==> src/rtl/instrn_mem_writer_if.sv <==
// Word-write request and byte-write port bundle for instrn_mem_writer.
// Optional macro INSTRN_MEM_WRITER_STRB_EN adds the per-byte strobe wr_strb.
//
// Handshake: a request transfers on a rising edge where wr_valid and
// wr_ready are both high. wr_ready never depends on wr_valid. The requester
// holds wr_valid, wr_address, wr_data (and wr_strb) stable until that edge.
interface instrn_mem_writer_if #(
    parameter int ADDR_W = 32
);
    logic              wr_valid;
    logic              wr_ready;
    logic [ADDR_W-1:0] wr_address;
    logic [31:0]       wr_data;
`ifdef INSTRN_MEM_WRITER_STRB_EN
    logic [3:0]        wr_strb;
`endif
    logic              mem_we;
    logic [ADDR_W-1:0] mem_addr;
    logic [7:0]        mem_wdata;
    logic              done;
    logic              err;
    logic              busy;

`ifdef INSTRN_MEM_WRITER_STRB_EN
    modport master (
        output wr_valid, wr_address, wr_data, wr_strb,
        input  wr_ready, mem_we, mem_addr, mem_wdata, done, err, busy
    );
    modport slave (
        input  wr_valid, wr_address, wr_data, wr_strb,
        output wr_ready, mem_we, mem_addr, mem_wdata, done, err, busy
    );
`else
    modport master (
        output wr_valid, wr_address, wr_data,
        input  wr_ready, mem_we, mem_addr, mem_wdata, done, err, busy
    );
    modport slave (
        input  wr_valid, wr_address, wr_data,
        output wr_ready, mem_we, mem_addr, mem_wdata, done, err, busy
    );
`endif
endinterface

==> src/rtl/instrn_mem_writer.sv <==
// instrn_mem_writer: accepts 32-bit word writes and serialises each word into
// four little-endian byte writes (lowest byte at lowest address) for the
// byte-wide instruction memory. Misaligned or out-of-range words are rejected
// with a one-cycle err pulse and touch no byte.
// Optional macro INSTRN_MEM_WRITER_STRB_EN: adds wr_strb[3:0]; byte k is only
// written when wr_strb[k] is set, sequencing and timing are unchanged.
// dbg_state exposes the FSM state (0 IDLE, 1 WRITE, 2 ERROR).
module instrn_mem_writer #(
    parameter int MEM_BYTES = 36,
    parameter int ADDR_W    = 32
) (
    input  logic                  clk,
    input  logic                  reset,
    instrn_mem_writer_if.slave    bus,
    output logic [1:0]            dbg_state
);

    typedef enum logic [1:0] {
        S_IDLE  = 2'd0,
        S_WRITE = 2'd1,
        S_ERROR = 2'd2
    } state_t;

    // Last legal byte address, widened by one bit so that a word address
    // near the top of the address space cannot wrap into range.
    localparam logic [ADDR_W:0] LAST_BYTE = (ADDR_W+1)'(MEM_BYTES - 1);
    localparam logic [ADDR_W:0] WORD_SPAN = (ADDR_W+1)'(3);

    state_t            state_q, state_d;
    logic [1:0]        cnt_q, cnt_d;
    logic [ADDR_W-1:0] addr_q, addr_d;
    logic [31:0]       data_q, data_d;
`ifdef INSTRN_MEM_WRITER_STRB_EN
    logic [3:0]        strb_q, strb_d;
`endif

    logic [ADDR_W:0]   end_addr;
    logic              req_legal;
    logic              accept;

    // Request legality and acceptance, evaluated against the live inputs.
    always_comb begin
        end_addr  = {1'b0, bus.wr_address} + WORD_SPAN;
        req_legal = (bus.wr_address[1:0] == 2'b00) && (end_addr <= LAST_BYTE);
        accept    = bus.wr_valid && (state_q == S_IDLE);
    end

    // Next-state logic. addr_q/data_q always hold the byte being written, so
    // they also hold the last written byte once the FSM is back in IDLE.
    // Rejected requests do not disturb them.
    always_comb begin
        state_d = state_q;
        cnt_d   = cnt_q;
        addr_d  = addr_q;
        data_d  = data_q;
`ifdef INSTRN_MEM_WRITER_STRB_EN
        strb_d  = strb_q;
`endif
        case (state_q)
            S_IDLE: begin
                if (accept) begin
                    if (req_legal) begin
                        state_d = S_WRITE;
                        cnt_d   = 2'd0;
                        addr_d  = bus.wr_address;
                        data_d  = bus.wr_data;
`ifdef INSTRN_MEM_WRITER_STRB_EN
                        strb_d  = bus.wr_strb;
`endif
                    end else begin
                        state_d = S_ERROR;
                    end
                end
            end
            S_WRITE: begin
                if (cnt_q == 2'd3) begin
                    state_d = S_IDLE;
                    cnt_d   = 2'd0;
                end else begin
                    cnt_d  = cnt_q + 2'd1;
                    addr_d = addr_q + ADDR_W'(1);
                    data_d = {8'h00, data_q[31:8]};
                end
            end
            S_ERROR: begin
                state_d = S_IDLE;
            end
            default: begin
                state_d = S_IDLE;
                cnt_d   = 2'd0;
            end
        endcase
    end

    // State register with synchronous active-high reset.
    always_ff @(posedge clk) begin
        if (reset) begin
            state_q <= S_IDLE;
            cnt_q   <= 2'd0;
            addr_q  <= '0;
            data_q  <= '0;
`ifdef INSTRN_MEM_WRITER_STRB_EN
            strb_q  <= 4'h0;
`endif
        end else begin
            state_q <= state_d;
            cnt_q   <= cnt_d;
            addr_q  <= addr_d;
            data_q  <= data_d;
`ifdef INSTRN_MEM_WRITER_STRB_EN
            strb_q  <= strb_d;
`endif
        end
    end

    // Outputs decoded from registered state only; done and err come from
    // different states, so they can never overlap.
    always_comb begin
        bus.wr_ready  = (state_q == S_IDLE);
        bus.busy      = (state_q != S_IDLE);
        bus.err       = (state_q == S_ERROR);
        bus.done      = (state_q == S_WRITE) && (cnt_q == 2'd3);
`ifdef INSTRN_MEM_WRITER_STRB_EN
        bus.mem_we    = (state_q == S_WRITE) && strb_q[cnt_q];
`else
        bus.mem_we    = (state_q == S_WRITE);
`endif
        bus.mem_addr  = addr_q;
        bus.mem_wdata = data_q[7:0];
        dbg_state     = state_q;
    end

endmodule

==> src/flat_wrapper.sv <==
// flat-port wrapper written by rule: the top's interface ports become plain ports
module instrn_mem_writer_flat 
#(
    parameter int MEM_BYTES = 36,
    parameter int ADDR_W    = 32
)
  (clk, reset, dbg_state, bus_wr_valid, bus_wr_address, bus_wr_data, bus_wr_ready, bus_mem_we, bus_mem_addr, bus_mem_wdata, bus_done, bus_err, bus_busy);
  instrn_mem_writer_if #(.ADDR_W(ADDR_W)) bus_i ();
  input  logic clk;
  input  logic reset;
  output logic [1:0] dbg_state;
  input wire logic [$bits(bus_i.wr_valid)-1:0] bus_wr_valid;
  input wire logic [$bits(bus_i.wr_address)-1:0] bus_wr_address;
  input wire logic [$bits(bus_i.wr_data)-1:0] bus_wr_data;
  output wire logic [$bits(bus_i.wr_ready)-1:0] bus_wr_ready;
  output wire logic [$bits(bus_i.mem_we)-1:0] bus_mem_we;
  output wire logic [$bits(bus_i.mem_addr)-1:0] bus_mem_addr;
  output wire logic [$bits(bus_i.mem_wdata)-1:0] bus_mem_wdata;
  output wire logic [$bits(bus_i.done)-1:0] bus_done;
  output wire logic [$bits(bus_i.err)-1:0] bus_err;
  output wire logic [$bits(bus_i.busy)-1:0] bus_busy;
  assign bus_i.wr_valid = bus_wr_valid;
  assign bus_i.wr_address = bus_wr_address;
  assign bus_i.wr_data = bus_wr_data;
  assign bus_wr_ready = bus_i.wr_ready;
  assign bus_mem_we = bus_i.mem_we;
  assign bus_mem_addr = bus_i.mem_addr;
  assign bus_mem_wdata = bus_i.mem_wdata;
  assign bus_done = bus_i.done;
  assign bus_err = bus_i.err;
  assign bus_busy = bus_i.busy;
  instrn_mem_writer #(.MEM_BYTES(MEM_BYTES), .ADDR_W(ADDR_W)) u_core (.clk(clk), .reset(reset), .bus(bus_i), .dbg_state(dbg_state));
endmodule
==> config.mk <==
export PLATFORM = sky130hd
export DESIGN_NAME = instrn_mem_writer_flat
export DESIGN_NICKNAME = d
export VERILOG_FILES = /design/src/rtl/instrn_mem_writer_if.sv /design/src/rtl/instrn_mem_writer.sv /design/src/flat_wrapper.sv
export SDC_FILE = /design/constraint.sdc
export NUM_CORES = 1
export LEC_CHECK = 0
export CAP_MARGIN = 5
export CORE_MARGIN = 2
export CORE_UTILIZATION = 53
export DETAILED_ROUTE_END_ITERATION = 8
export PLACE_DENSITY = 0.86
export SETUP_SLACK_MARGIN = 0.5
export SYNTH_ARGS = -nofsm -noshare
export SYNTH_HDL_FRONTEND = slang
export SYNTH_SLANG_ARGS = --single-unit
==> constraint.sdc <==
create_clock -name clk -period 4.65 [get_ports clk]
set_clock_uncertainty 0.05 [all_clocks]
set_input_delay 0.93 -clock clk [delete_from_list [all_inputs] [get_ports clk]]
set_output_delay 0.93 -clock clk [all_outputs]
set_load 0.05 [all_outputs]
==> results by group, run 1 <==
STA
  – Max Slew Vio Count: 0
  – Fmax: ~0.25 GHz
  – Fin crit share: roughly 85%
  – Slew headroom: between 40% and 50%
  – Final min period: 3975 ps
  – RSZ-0062 raised after global routing: no
  – Worst slew pin tran: around 880 ps
  – Final hold violation count: 0
  – Hold WS: 418.9 ps
  – Final TNS setup: 0 ps
  – Final setup fails: 0

CTS
  – H-tree depth: 3
  – CTS clk-pin slew, worst paths: around 80 ps
  – CTS Buf Count: 9
  – CTS root buf: clkbuf_8
  – Setup Buffers After CTS: 0
  – Clk buf depth: 2
  – Clk_lat worst skew: about 350 ps
  – TritonCTS clock tree: done
  – Clock Sinks: just under 70

Critical path
  – Worst path slowest cell: o21ai_2
  – Top delay family on crit path: simple AND/OR/NAND/NOR gates
  – Worst path arrival time: 4120 ps
  – Worst EP required: between 4000 and 5000 ps
  – Crit path depth: 11
  – Setup CP Type: in2reg
  – CP startpoint kind: primary input
  – WP buf/inv: 2
  – Max FO, Critical Path: 14
  – Max incr delay on CP: just under 600 ps
  – Worst path cell trace: clkdlybuf4s50_1 -> inv_1 -> ha_1 -> nand4b_1 -> or4_4 -> nor3b_1 -> a31oi_1 -> nor4_4 -> and4_4 -> o21ai_2 -> o22ai_1
  – Reg2reg path depth: 7
  – Worst Setup End Kind: flip-flop

Routing
  – Initial DRC count: 486
  – Via count: between 4000 and 5000
  – DRT antenna net count: 0
  – DR WL/cell: approximately 18 um
  – DRC Markers: 0
  – Vias per cell: approximately 6.5
  – Drt pass-1 iters: 5
  – Total wire length: 13.61 mm

Cells and area
  – Most frequent cells in the layout: 111 x clkdlybuf4s50_1, 68 x dfxtp_1, 45 x nor3_1
  – Commonest non-fill, non-tap cell in the layout: clkdlybuf4s50_1
  – Synthesis-to-layout area growth: 30.62%
  – Nets: 701
  – Ant diodes: 0
  – Layout cells sized above 1: 8.346%

Floorplanning
  – Die H: roughly 95 um
  – Ports: 114
  – Core Region: 8093 um^2
  – Rows: 33
  – Die X: between 90 and 100 um
  – Die ar.: 8959 um^2
  – Initial core utilization: 53.82%

Placement
  – IO Port Bufs: roughly 110
  – DP HPWL: approximately 9.5 mm
  – GP Congestion: 0.9244

Power
  – Leakage: 1.995 nW
  – Worst VDD drop: approximately 0.00018 V
  – Power Density: ~210 nW/um^2

GRT
  – Met2 usage: a little under half
  – Largest net degree at the start of global routing: 81
  – Initial antenna violation count: 0
  – Number of global-route vias before repair: 4493
  – Layer with the highest usage: met2
  – Grt ovf: 0
  – GR Util All Layers: 29.93%
  – First-pass GRT wire length: 21.49 mm
  – Grt met3 use: under 10%
  – GR Layer Usage met1: 40.29%

Yosys
  – Dominant cell type by area after synthesis: dfxtp_1
  – Synthesis-stage register bit count: 68
  – EDFF count, synth: 0
  – Prevailing post-synth register cell: dfxtp_1
  – Post-synth ARST share: 0%
  – Synth top area share: a little under a third
  – Syn Inst Count: ~540
  – Syn_nets: about 610
  – Mean Syn Cell Area: about 8.0 um^2
  – Yosys cell types: 75
  – Post-Syn Area: 4355 um^2
  – Synth warn: 0
  – Register area share after synthesis: 31.26%
  – Main area contributors after synthesis: dfxtp_1 31%, mux2i_1 5.7%, nor3_1 5.2%, nand3_1 4.9%, a211oi_1 4.5%

Flow run
  – Max Cap Viol: 0

Worst hold path
  – Worst hold path stage count: 2
  – Worst min path class: reg2reg

Run status
  – Status: completed
==> cell usage after synthesis, types with 13 or more instances <==
cell and number:
a211oi_1 26, a21oi_1 35, clkbuf_1 25, dfxtp_1 68
inv_1 18, mux2i_1 25, nand2_1 36, nand3_1 43
nand4_1 13, nor2_1 23, nor3_1 45, o21ai_0 15
==> where the power goes <==
| part | leakage [nW] | internal [W] | switching [W] |
|---|---|---|---|
| clock | 0.0982 | 0.000235 | 0.000227 |
| sequential | 0.548 | 0.000582 | 0.000000607 |
| combinational | 1.35 | 0.0000778 | 0.0000769 |
| total | 1.99 | 0.000895 | 0.000305 |
==> worst register-to-register path, delay by kind of cell, from the launching register on <==
family	cells	cell delay, ps
AND/OR/NAND/NOR	5	1800
flip-flops	1	440
AO/OA/AOI/OAI	2	400
==> cells by family (layout without fill, tap and decap cells) <==
kind of cell	after synthesis	count (layout)	share of synthesized area (%)
multiplexers	26	26	6.004
buffers and inverters	65	157	6.952
AO/OA/AOI/OAI	158	158	25.65
AND/OR/NAND/NOR	216	216	27.78
XOR/XNOR	6	6	1.207
adder cells (fa/ha/maj)	4	4	1.149
flip-flops	68	68	31.26
==> per-layer routing <==
metal	wire [um]	share of wire, %	up-vias
met5	0	0	-
met4	253	1.9	0
met3	1119	8.2	27
met2	6597	48	267
met1	5639	41	2250
li1	-	-	2282
==> final cells by class <==
type,count,area [um^2]
Timing Repair Buffer,122,1212
Tap cell,105,131.4
Clock inverter,4,22.52
Inverter,19,71.32
Fill cell,673,2404
Sequential cell,68,1361
Clock buffer,12,165.2
Multi-Input combinational cell,410,2725
==> worst paths after layout <==
path	endpoint	slack, ps	start
setup / recovery	u_core.bus.mem_addr[3]$_SDFFE_PP0P_	680	bus_wr_address[1]
hold / removal	u_core.data_q[31]$_SDFFE_PP0P_	420	u_core.data_q[31]$_SDFFE_PP0P_
setup reg to reg	u_core.bus.mem_addr[31]$_SDFFE_PP0P_	1870	u_core.bus.mem_addr[2]$_SDFFE_PP0P_
hold reg to reg	u_core.data_q[31]$_SDFFE_PP0P_	420	u_core.data_q[31]$_SDFFE_PP0P_
==> state kept, by name, indices dropped and copies added (netlist names) <==
name and flops:
u_core.data_q 32, u_core.cnt_q 2, u_core.bus.mem_addr 32, u_core.dbg_state 2
==> stage by stage <==
step	area, um^2	utilization (%)	worst slack (ps)	std cells	total power, W
floorplan	4355	-	1347	543	0.0006584
finish	5689	70.30	675.2	740	0.001200
global route	5689	70.30	548.0	740	0.001238
CTS	5660	69.94	560.6	740	0.001195
detailed placement	5472	67.61	105.6	724	0.0007471
global placement	5472	67.61	319.1	724	0.0007443
==> repair_timing <==
action / in CTS / in global routing
setup endpoints to repair: 6 / 62
gates cloned: 0 / 0
pin swaps: 0 / 1
hold buffers: 0 / 0
endpoints found under the hold margin: 0 / 0
resized for setup: 1 / 6
Note: power is estimated with default switching activity, not from simulation.
==> inputs of run 2 (changes only) <==
--- a/config.mk
+++ b/config.mk
@@ -8,6 +8,8 @@
 export CAP_MARGIN = 5
 export CORE_MARGIN = 2
 export CORE_UTILIZATION = 53
+export CTS_CLUSTER_DIAMETER = 100
+export CTS_CLUSTER_SIZE = 10
 export DETAILED_ROUTE_END_ITERATION = 8
 export PLACE_DENSITY = 0.86
 export SETUP_SLACK_MARGIN = 0.5
==> results of run 2 <==
Same layout as run 1: the final DEF is identical, and so are final timing and power.
